==> src/rtl/param_rr_stream_mux.sv <==
// N-channel, WIDTH-bit stream multiplexer with a one-entry output register.
// A channel is picked either by the sel input (mode=0) or by round-robin
// arbitration starting after the last granted channel (mode=1). The output
// register refills in the same cycle it drains, so full throughput is kept
// while out_ready stays high. out_data/out_chan come only from flops.
module param_rr_stream_mux #(
  parameter int WIDTH    = 8,
  parameter int CHANNELS = 4,
  parameter int SEL_W    = 2
) (
  input  logic                      clk,
  input  logic                      reset_n,
  input  logic                      mode,
  input  logic [SEL_W-1:0]          sel,
  input  logic [CHANNELS*WIDTH-1:0] in_data,
  input  logic [CHANNELS-1:0]       in_valid,
  output logic [CHANNELS-1:0]       in_ready,
  output logic [WIDTH-1:0]          out_data,
  output logic [SEL_W-1:0]          out_chan,
  output logic                      out_valid,
  input  logic                      out_ready
);

  // Occupancy of the output register; FULL is exactly out_valid.
  typedef enum logic {
    EMPTY = 1'b0,
    FULL  = 1'b1
  } state_e;

  state_e             state_q, state_d;
  logic [WIDTH-1:0]   data_q, data_d;
  logic [SEL_W-1:0]   chan_q, chan_d;
  logic [SEL_W-1:0]   last_q, last_d;

  logic               load_en;
  logic               grant_vld;
  logic [SEL_W-1:0]   grant_idx;
  logic [SEL_W-1:0]   cand;
  logic               take;

  // The register can accept a beat when empty or when it drains this cycle.
  assign load_en = (state_q == EMPTY) || out_ready;
  assign take    = load_en && grant_vld;

  // Pick at most one requesting channel: fixed by sel, or the first valid
  // channel scanning upward (with wrap) from the one after the last grant.
  always_comb begin
    // NOTE: every combinational output gets a default first so no path
    // through the block leaves it unassigned, which would infer a latch.
    grant_vld = 1'b0;
    grant_idx = '0;
    cand      = '0;
    if (mode == 1'b0) begin
      if ((int'(sel) < CHANNELS) && in_valid[sel]) begin
        grant_vld = 1'b1;
        grant_idx = sel;
      end
    end else begin
      for (int k = 1; k <= CHANNELS; k++) begin
        cand = SEL_W'((int'(last_q) + k) % CHANNELS);
        if (!grant_vld && in_valid[cand]) begin
          grant_vld = 1'b1;
          grant_idx = cand;
        end
      end
    end
  end

  // One-hot accept for the granted channel; held low while in reset.
  always_comb begin
    in_ready = '0;
    if (reset_n && take) begin
      in_ready[grant_idx] = 1'b1;
    end
  end

  // Next occupancy state and next contents of the output register.
  always_comb begin
    state_d = state_q;
    data_d  = data_q;
    chan_d  = chan_q;
    last_d  = last_q;
    case (state_q)
      EMPTY: begin
        if (take) begin
          state_d = FULL;
        end
      end
      FULL: begin
        if (out_ready) begin
          state_d = take ? FULL : EMPTY;
        end
      end
      default: state_d = EMPTY;
    endcase
    if (take) begin
      data_d = in_data[int'(grant_idx)*WIDTH +: WIDTH];
      chan_d = grant_idx;
      last_d = grant_idx;
    end
  end

  // State and output register; reset discards any held beat.
  always_ff @(posedge clk or negedge reset_n) begin
    if (!reset_n) begin
      state_q <= EMPTY;
      data_q  <= '0;
      chan_q  <= '0;
      last_q  <= SEL_W'(CHANNELS - 1);
    end else begin
      // NOTE: non-blocking assignments so every flop samples pre-edge values.
      state_q <= state_d;
      data_q  <= data_d;
      chan_q  <= chan_d;
      last_q  <= last_d;
    end
  end

  assign out_valid = (state_q == FULL);
  assign out_data  = data_q;
  assign out_chan  = chan_q;

endmodule

==> config.mk <==
export PLATFORM = sky130hd
export DESIGN_NAME = param_rr_stream_mux
export DESIGN_NICKNAME = d
export VERILOG_FILES = /design/src/rtl/param_rr_stream_mux.sv
export SDC_FILE = /design/constraint.sdc
export NUM_CORES = 1
export LEC_CHECK = 0
export ABC_CLOCK_PERIOD_IN_PS = 2360
export BUFFER_PORTS_ARGS = -buffer_cell sky130_fd_sc_hd__clkbuf_2
export CAP_MARGIN = 20
export CORE_MARGIN = 4
export CORE_UTILIZATION = 44
export DETAILED_ROUTE_END_ITERATION = 7
export GPL_TIMING_DRIVEN = 0
export PLACE_DENSITY = 0.88
export SLEW_MARGIN = 20
export SYNTH_ARGS = -nofsm -noshare
export SYNTH_HDL_FRONTEND = slang
export SYNTH_SLANG_ARGS = --single-unit
==> constraint.sdc <==
create_clock -name clk -period 2.36 [get_ports clk]
set_input_delay 0.354 -clock clk [delete_from_list [all_inputs] [get_ports clk]]
set_output_delay 0.354 -clock clk [all_outputs]
set_load 0.01 [all_outputs]
==> flow_metrics.env, run 1 <==
export IMPL_finalMaxSlewViolations=0
export IMPL_ff_latch_area_um2=328
export IMPL_critPathMaxFanout=8
export IMPL_status="finished, final reports clean"
export IMPL_synth_nets=153
export IMPL_yosys_top_cells_count="nand2_1 (16), nand3_1 (12), dfrtp_1 (11), mux2i_1 (10), or4_1 (8)"
export IMPL_tritoncts="yes"
export IMPL_setup_viol=0
export IMPL_synth_flop_cell="dfrtp_1"
export IMPL_drt_initial_drc_count=34
export IMPL_hold_viol=0
export IMPL_cp_slowest_stage_delay_ns=0.56
export IMPL_worstSkewPairLatency_ns=0.27
export IMPL_firstDrtPassIters=4
export IMPL_crit_chain="nand2b_1, a21oi_2, o41ai_4, buf_6, nor2b_1, clkbuf_2"
export IMPL_dp_cells=195
export IMPL_synth_area_top_cells="dfrtp_1 (27%), o2111ai_2 (10%), mux2i_1 (9.8%), nand3_1 (5.9%), nand2_1 (5.9%)"
export IMPL_critPathLaunchType="flop"
export IMPL_die_w_um=56.3
export IMPL_antenna_found_initial=0
export IMPL_area_growth_pct=36.4
export IMPL_highest_layer="met4"
export IMPL_vias_per_cell=5.50
export IMPL_port_buffers=56
export IMPL_min_period_ns=2.23
export IMPL_first_global_vias=1131
export IMPL_synth_top_cell_area_share_pct=26.9
export IMPL_fp_dieArea_um2=3170
export IMPL_grt_max_degree=20
export IMPL_wl_met3_um=184
export IMPL_power_leakage_uw=0.000713
export IMPL_critPathKind="reg -> out"
export IMPL_layout_drive_gt1_share_pct=47.4
export IMPL_yosysSeqAreaShare_pct=32.0
export IMPL_ys_ff_latch=13
export IMPL_num_vias=1106
export IMPL_crit_required_ns=2.01
export IMPL_clk_pin_slew_ns=0.07
export IMPL_ys_async_sr_fraction_pct=100
export IMPL_crit_arrival_ns=1.88
export IMPL_synth_distinct_cells=33
export IMPL_final_design_area_no_fill_um2=1400
export IMPL_grt_first_pass_wirelength_mm=4.80
export IMPL_n_antenna_cell=0
export IMPL_multiInputGateArea_um2=647
export IMPL_post_route_drc_count=0
export IMPL_max_slew_margin_rel_pct=69.9
export IMPL_ios=57
export IMPL_grt_ovfl_total=0
export IMPL_clk_path_buf_depth=2
export IMPL_hp_class="in -> reg"
export IMPL_timing_final_crit_share_pct=94.6
export IMPL_slowest_stage="dfstp_2"
export IMPL_synth_edff_count=0
export IMPL_setup_tns_ns=0
export IMPL_cellPowerDensity_nw_per_um2=599
export IMPL_fin_util_pct=63.2
export IMPL_cap_violations=0
export IMPL_wl_mm=2.89
export IMPL_synth_area_leader_cell="dfrtp_1"
export IMPL_stdcell_count=201
export IMPL_yosys_cell_count_top_type="nand2_1"
export IMPL_syn_inst=111
export IMPL_placed_area_um2=1340
export IMPL_cts_root_buf="clkbuf_4"
export IMPL_wl_met1_mm=1.16
export IMPL_avgRoutedWirePerCell_um=14.4
export IMPL_coreArea_um2=2210
export IMPL_rows=17
export IMPL_clock_fmax_mhz=448
export IMPL_path_delay_family="flip-flops"
export IMPL_fillers=205
export IMPL_synthesis_area_um2=1020
export IMPL_gp_congestion=0.786
export IMPL_syn_area_per_cell_um2=9.23
export IMPL_place_hpwl_mm=2.33
export IMPL_nets=216
export IMPL_track_usage_pct=19.0
export IMPL_finClkSkew_ns=0.00113
export IMPL_worst_slew_pin_slew_ns=0.450
export IMPL_die_h_um=56.3
export IMPL_cts_sinks=13
export IMPL_numCtsBuffers=3
export IMPL_vdd_ir_drop_max_mv=0.445
export IMPL_ys_warn_count=0
export IMPL_htree_levels=1
export IMPL_rsz0062_at_grt="false"
export IMPL_ant_nets=0
export IMPL_end_kind="primary output"
export IMPL_start_util_pct=46.3
export IMPL_crit_buf_inv=2
export IMPL_wl_met2_mm=1.47
power breakdown:
part / switching [uW] / internal (uW)
clock: 66.3 / 65.4
combinational: 203 / 178
sequential: 37.0 / 287
total: 306 / 531
per-layer routing:
layer	track usage [%]	vias up
met4	6.44	0
met2	33.2	44
met5	0	-
met3	5.98	8
li1	-	538
met1	21.7	516
final timing paths:
check / from / endpoint / slack, ns / cells after the start
min in group asynchronous: reset_n / out_data[3] / 0.53 / 2
hold / removal: in_data[1] / out_data[1] / 0.34 / 3
setup / recovery: last_q[0] / in_ready[2] / 0.13 / 6
hold reg to reg: out_chan[0] / out_chan[0] / 0.48 / 1
max in group asynchronous: reset_n / last_q[0] / 1.52 / 2
setup reg to reg: last_q[0] / out_data[0] / 0.23 / 8
kinds of logic after synthesis:
family                 synth area share (%)
AOI/OAI and AO/OA                      21.9
buffers and inverters                  5.98
DFF                                    32.0
muxes                                  10.9
and+or+nand+nor                        29.3
registers in the layout (all words and copies together) (netlist names):
signal     cells
out_chan       2
out_valid      1
out_data       8
last_q         2
cell type report:
cell class                 count  share of cell area (%)
timing repair buffer          59                    21.8
clock buffer                   4                    1.88
sequential                    13                    23.5
multi-input combinational     88                    46.3
tap                           28                    2.51
buffer                         6                    3.22
inverter                       3                   0.806
repair_timing:
action	CTS	global route
hold buffers	1	0
setup endpoints to repair	4	2
pin swaps	1	1
gates resized for setup	0	1
hold endpoints to repair	11	0
setup buffers	0	2
stage by stage:
stage | total power (uW) | setup WS (ns) | hold slack, ns
after CTS | 835 | 0.0153 | 0.338
after floorplan | 557 | 0.376 | 0.0584
after detailed placement | 700 | 0.130 | 0.285
after global placement | 686 | 0.211 | 0.278
after global routing | 909 | 0.0133 | 0.339
final | 837 | 0.127 | 0.341
worst reg2reg max path, stage by stage, from the launching register on:
cell       delay, ns
dfstp_2         0.56
nand2b_1        0.14
a21oi_2         0.08
o41ai_4         0.36
buf_6           0.17
buf_4           0.14
buf_8           0.15
mux2i_1         0.27
o2111ai_2       0.12
cell usage in the layout (no fill, tap or decap), drive strengths merged:
cell,netlist,routed
clkbuf,0,60
a311oi,1,1
nor3b,1,1
nor3,1,1
dfstp,2,2
inv,3,3
o21ai,2,2
mux2i,10,10
a21o,3,3
nor2b,3,3
o41ai,2,2
buf,7,8
nand2,17,17
and3,1,1
o31a,1,1
nand2b,4,4
o21bai,1,1
o2111ai,8,8
nor2,6,6
mux2,1,1
a21oi,4,4
dlygate4sd3,0,1
dfrtp,11,11
nand3,12,12
or2,2,2
or4,8,8
Power figures use the tool's default switching activity.
==> inputs of run 2 (changes only) <==
--- a/config.mk
+++ b/config.mk
@@ -6,12 +6,13 @@
 export NUM_CORES = 1
 export LEC_CHECK = 0
-export ABC_CLOCK_PERIOD_IN_PS = 2360
+export ABC_CLOCK_PERIOD_IN_PS = 2700
 export BUFFER_PORTS_ARGS = -buffer_cell sky130_fd_sc_hd__clkbuf_2
 export CAP_MARGIN = 20
 export CORE_MARGIN = 4
-export CORE_UTILIZATION = 44
+export CORE_UTILIZATION = 47
 export DETAILED_ROUTE_END_ITERATION = 7
 export GPL_TIMING_DRIVEN = 0
-export PLACE_DENSITY = 0.88
+export PLACE_DENSITY = 0.92
+export REMOVE_ABC_BUFFERS = 1
 export SLEW_MARGIN = 20
 export SYNTH_ARGS = -nofsm -noshare
==> constraint.sdc (replaced) <==
create_clock -name clk -period 2.7 [get_ports clk]
set_input_delay 0.405 -clock clk [delete_from_list [all_inputs] [get_ports clk]]
set_output_delay 0.405 -clock clk [all_outputs]
set_load 0.02 [all_outputs]
==> run 2 against run 1 <==
Clock-buffer cell count did not move. Utilization rose by 5.1 points. Register-to-register slack improved by 0.30 ns. Cell count fell by 2.5%. Largest cell class unchanged.
==> flow_metrics.env, run 2 (same netlist as run 1, synthesis figures left out) <==
export IMPL_status="finished, final reports clean"
export IMPL_finalMaxSlewViolations=0
export IMPL_vias_per_cell=5.67
export IMPL_antenna_found_initial=0
export IMPL_hp_class="in -> async"
export IMPL_vdd_ir_drop_max_mv=0.348
export IMPL_nets=212
export IMPL_setup_worst_path_end="in_ready[2]"
export IMPL_cts_root_buf="clkbuf_4"
export IMPL_grt_max_degree=16
export IMPL_final_cell_mix="clkbuf_2 (56), nand2_1 (16), nand3_1 (12), dfrtp_1 (11), mux2i_1 (10)"
export IMPL_firstDrtPassIters=4
export IMPL_start_util_pct=50.7
export IMPL_tritoncts="yes"
export IMPL_track_usage_pct=21.2
export IMPL_grt_ovfl_total=0
export IMPL_power_leakage_uw=0.000699
export IMPL_area_growth_pct=34.8
export IMPL_htree_levels=1
export IMPL_avgRoutedWirePerCell_um=15.7
export IMPL_ant_nets=0
export IMPL_num_vias=1111
export IMPL_ctsHoldBuffers=0
export IMPL_end_kind="primary output"
export IMPL_max_slew_margin_rel_pct=63.8
export IMPL_critPathLaunchType="flop"
export IMPL_first_global_vias=1035
export IMPL_post_route_drc_count=0
export IMPL_seqPwrFrac_pct=36.3
export IMPL_final_design_area_no_fill_um2=1380
export IMPL_fp_dieArea_um2=2990
export IMPL_layout_drive_gt1_share_pct=47.9
export IMPL_numCtsBuffers=3
export IMPL_min_period_ns=2.49
export IMPL_clk_pin_slew_ns=0.09
export IMPL_crit_required_ns=2.30
export IMPL_rsz0062_at_grt="false"
export IMPL_p_comb_share_pct=47.4
export IMPL_drt_initial_drc_count=27
export IMPL_largest_register_ffs=8
export IMPL_final_common_cell="clkbuf_2"
export IMPL_reg2reg_slack_ns=0.53
export IMPL_ios=57
export IMPL_die_w_um=54.7
export IMPL_coreArea_um2=2020
export IMPL_hold_viol=0
export IMPL_setup_viol=0
export IMPL_r2r_cells=8
export IMPL_grt_first_pass_wirelength_mm=4.46
export IMPL_cts_sinks=13
export IMPL_worstSkewPairLatency_ns=0.29
export IMPL_placed_area_um2=1310
export IMPL_timing_final_crit_share_pct=92.1
export IMPL_gp_congestion=0.771
export IMPL_crit_arrival_ns=2.08
export IMPL_setup_tns_ns=0
export IMPL_cp_startpoint="last_q[1]"
export IMPL_die_h_um=54.7
export IMPL_r2r_end="out_data[0]"
export IMPL_netSwitchingPower_uw=329
export IMPL_cap_violations=0
export IMPL_clk_path_buf_depth=2
export IMPL_power_frac_clock_pct=16.3
export IMPL_cellInternalPower_uw=460
export IMPL_finClkSkew_ns=0.00381
export IMPL_wl_mm=3.07
export IMPL_critPathKind="reg -> out"
export IMPL_rows=16
export IMPL_critPathMaxFanout=11
export IMPL_clock_fmax_mhz=402
export IMPL_r2r_start="last_q[1]"
export IMPL_place_hpwl_mm=2.36
export IMPL_worst_slew_pin_slew_ns=0.544
export IMPL_p_sw_share_pct=41.7
export IMPL_cellPowerDensity_nw_per_um2=572
export IMPL_n_antenna_cell=0
export IMPL_port_buffers=56
run 2: cell count changes in the layout (fill, tap and decap cells not counted), sizes merged:
cell / change
dlygate4sd3: -1
buf: -3
run 2: layout make-up:
class,instances,area [um2]
Multi-Input combinational cell,88,664
Clock buffer,4,26.3
Fill cell,154,641
Inverter,3,11.3
Tap cell,27,33.8
Sequential cell,13,328
Timing Repair Buffer,61,318
run 2: routing by layer:
metal	up-vias	GRT usage [%]	share of wire (%)
met3	6	5.72	10
li1	531	-	-
met5	-	0	0
met1	508	24.1	39
met4	0	5.81	1.1
met2	66	38.2	49
run 2: through the flow:
step / setup slack, ns / utilization (%) / cells / total power, uW / hold WS (ns)
floorplan: -0.386 / - / 104 / 507 / 0.109
global placement: -0.782 / 63.7 / 187 / 619 / 0.325
detailed placement: 0.134 / 65.0 / 188 / 646 / 0.329
CTS: 0.00299 / 66.3 / 192 / 772 / 0.0193
global route: 0.00860 / 68.3 / 196 / 836 / 0.0290
finish: 0.213 / 68.3 / 196 / 790 / 0.00985
run 2: what timing repair did:
item,CTS,global route
endpoints found under the setup margin,0,3
setup buffers,0,4
resized for setup,0,1
run 2: power by group through the flow:
stage	clock network, uW	registers (uW)	logic [uW]
after detailed placement	0	287	359
after CTS	128	284	360
after floorplan	0	338	168
final	129	287	374
after global routing	142	291	403
after global placement	0	284	336
run 2: critical path, cell delays in order, from the launching register on:
cell and delay (ns):
dfstp_2 0.59, nor3b_2 0.09, a311oi_4 0.47, or2_1 0.21, nand3_1 0.10, nor2b_1 0.15, clkbuf_2 0.18
run 2: worst min path at each step:
stage                     startpoint     endpoint  slack [ns]  cells after the start
after floorplan              reset_n  out_chan[0]        0.11                      0
after global placement       reset_n  out_data[1]        0.32                      1
after detailed placement     reset_n  out_data[1]        0.33                      1
after CTS                    reset_n  out_data[2]        0.02                      1
after global routing         reset_n  out_data[6]        0.03                      1
final                        reset_n  out_data[3]        0.01                      1
==> inputs of run 3 (changes only) <==
- CORE_UTILIZATION: 47 -> 45
- PLACE_DENSITY: 0.92 -> 0.89
==> run 3 against run 2 <==
Sequential cell count unchanged. Via count is 2.0% lower. Total power shrank 2.1%. Global-route usage shrank 2.0 points. Clock skew grew 0.0053 ns. Critical endpoint unchanged. Largest power group unchanged.
==> flow_metrics.env, run 3 (same netlist as run 1, synthesis figures left out) <==
export IMPL_track_usage_pct=19.2
export IMPL_htree_levels=1
export IMPL_min_period_ns=2.49
export IMPL_reg2reg_slack_ns=0.52
export IMPL_cellPowerDensity_nw_per_um2=566
export IMPL_setup_viol=0
export IMPL_critPathMaxFanout=11
export IMPL_nets=210
export IMPL_area_growth_pct=33.5
export IMPL_firstDrtPassIters=4
export IMPL_numCtsBuffers=3
export IMPL_vias_per_cell=5.58
export IMPL_final_common_cell="clkbuf_2"
export IMPL_fin_util_pct=62.4
export IMPL_highest_layer="met4"
export IMPL_coreArea_um2=2190
export IMPL_vdd_ir_drop_max_mv=0.315
export IMPL_critPathLaunchType="flop"
export IMPL_critPathKind="reg -> out"
export IMPL_finalMaxSlewViolations=0
export IMPL_cap_violations=0
export IMPL_grt_first_pass_wirelength_mm=4.89
export IMPL_clk_pin_slew_ns=0.09
export IMPL_status="finished, final reports clean"
export IMPL_clock_fmax_mhz=402
export IMPL_fp_dieArea_um2=3100
export IMPL_total_power_uw=773
export IMPL_drt_initial_drc_count=33
export IMPL_port_buffers=56
export IMPL_wl_met1_mm=1.09
export IMPL_rows=17
export IMPL_max_slew_margin_rel_pct=59.7
export IMPL_crit_required_ns=2.30
export IMPL_first_global_vias=1059
export IMPL_clk_path_buf_depth=2
export IMPL_die_w_um=55.7
export IMPL_die_h_um=55.7
export IMPL_final_cell_mix="clkbuf_2 (56), nand2_1 (16), nand3_1 (12), dfrtp_1 (11), mux2i_1 (10)"
export IMPL_hold_viol=0
export IMPL_place_hpwl_mm=2.31
export IMPL_finClkSkew_ns=0.00912
export IMPL_layout_drive_gt1_share_pct=47.3
export IMPL_ant_nets=0
export IMPL_crit_arrival_ns=2.08
export IMPL_tritoncts="yes"
export IMPL_largest_register_ffs=8
export IMPL_wl_met2_mm=1.60
export IMPL_num_vias=1089
export IMPL_end_kind="primary output"
export IMPL_grt_ovfl_total=0
export IMPL_worstSkewPairLatency_ns=0.28
export IMPL_antenna_found_initial=0
export IMPL_power_leakage_uw=0.000689
export IMPL_rsz0062_at_grt="false"
export IMPL_timing_final_crit_share_pct=92.2
export IMPL_cts_root_buf="clkbuf_4"
export IMPL_avgRoutedWirePerCell_um=15.1
export IMPL_dp_cells=189
export IMPL_setup_tns_ns=0
export IMPL_start_util_pct=46.8
export IMPL_ios=57
export IMPL_ctsHoldBuffers=0
export IMPL_worst_slew_pin_slew_ns=0.605
export IMPL_cts_sinks=13
export IMPL_gp_congestion=0.883
export IMPL_grt_max_degree=17
export IMPL_n_antenna_cell=0
export IMPL_stdcell_count=195
export IMPL_wl_met3_um=229
export IMPL_whs_ns=0.0293
export IMPL_hp_class="in -> async"
export IMPL_post_route_drc_count=0
export IMPL_wl_mm=2.95
run 3: what timing repair did:
item / CTS / global route
setup buffers: 0 / 2
gates resized for setup: 1 / 0
pin swaps: 0 / 1
endpoints found under the setup margin: 1 / 4
run 3: area by class of cell:
type,count,area [um2]
sequential,13,328
multi-input combinational,88,664
tap,28,35.0
clock buffer,4,26.3
inverter,3,11.3
fill,170,823
timing repair buffer,59,303
run 3: per-stage QoR:
step / cell area [um2] / worst slack [ns]
floorplan: 975 / -0.386
global route: 1370 / 0.106
CTS: 1350 / 0.0362
detailed placement: 1320 / 0.0566
global placement: 1290 / -0.811
finish: 1370 / 0.211
run 3: metal layers:
layer / track usage (%) / vias to the layer above
met1: 22.1 / 514
met4: 6.60 / 0
met2: 35.3 / 45
met5: 0 / -
met3: 3.25 / 4
li1: - / 526
run 3: worst paths after layout:
path | start | end | depth (start not counted)
worst min-delay path | reset_n | out_data[2] | 1
worst min register to register | out_chan[0] | out_chan[0] | 1
worst max register to register | last_q[1] | out_data[7] | 7
worst max-delay path | last_q[1] | in_ready[2] | 6
max in group asynchronous | reset_n | last_q[1] | 1
min in group clk | in_data[1] | out_data[1] | 3
run 3: critical path, cell delays in order (launching register included):
cell	delay, ns
dfstp_2	0.58
nor3b_2	0.09
a311oi_4	0.52
or2_1	0.22
nand3_1	0.10
nor2b_1	0.13
clkbuf_2	0.17
run 3: report_power, final:
| group | leakage (uW) | internal [uW] | switching, uW |
|---|---|---|---|
| Clock | 0.0000150 | 57.2 | 66.0 |
| Combinational | 0.000523 | 147 | 218 |
| Sequential | 0.000152 | 251 | 34.8 |
| Total | 0.000689 | 455 | 318 |
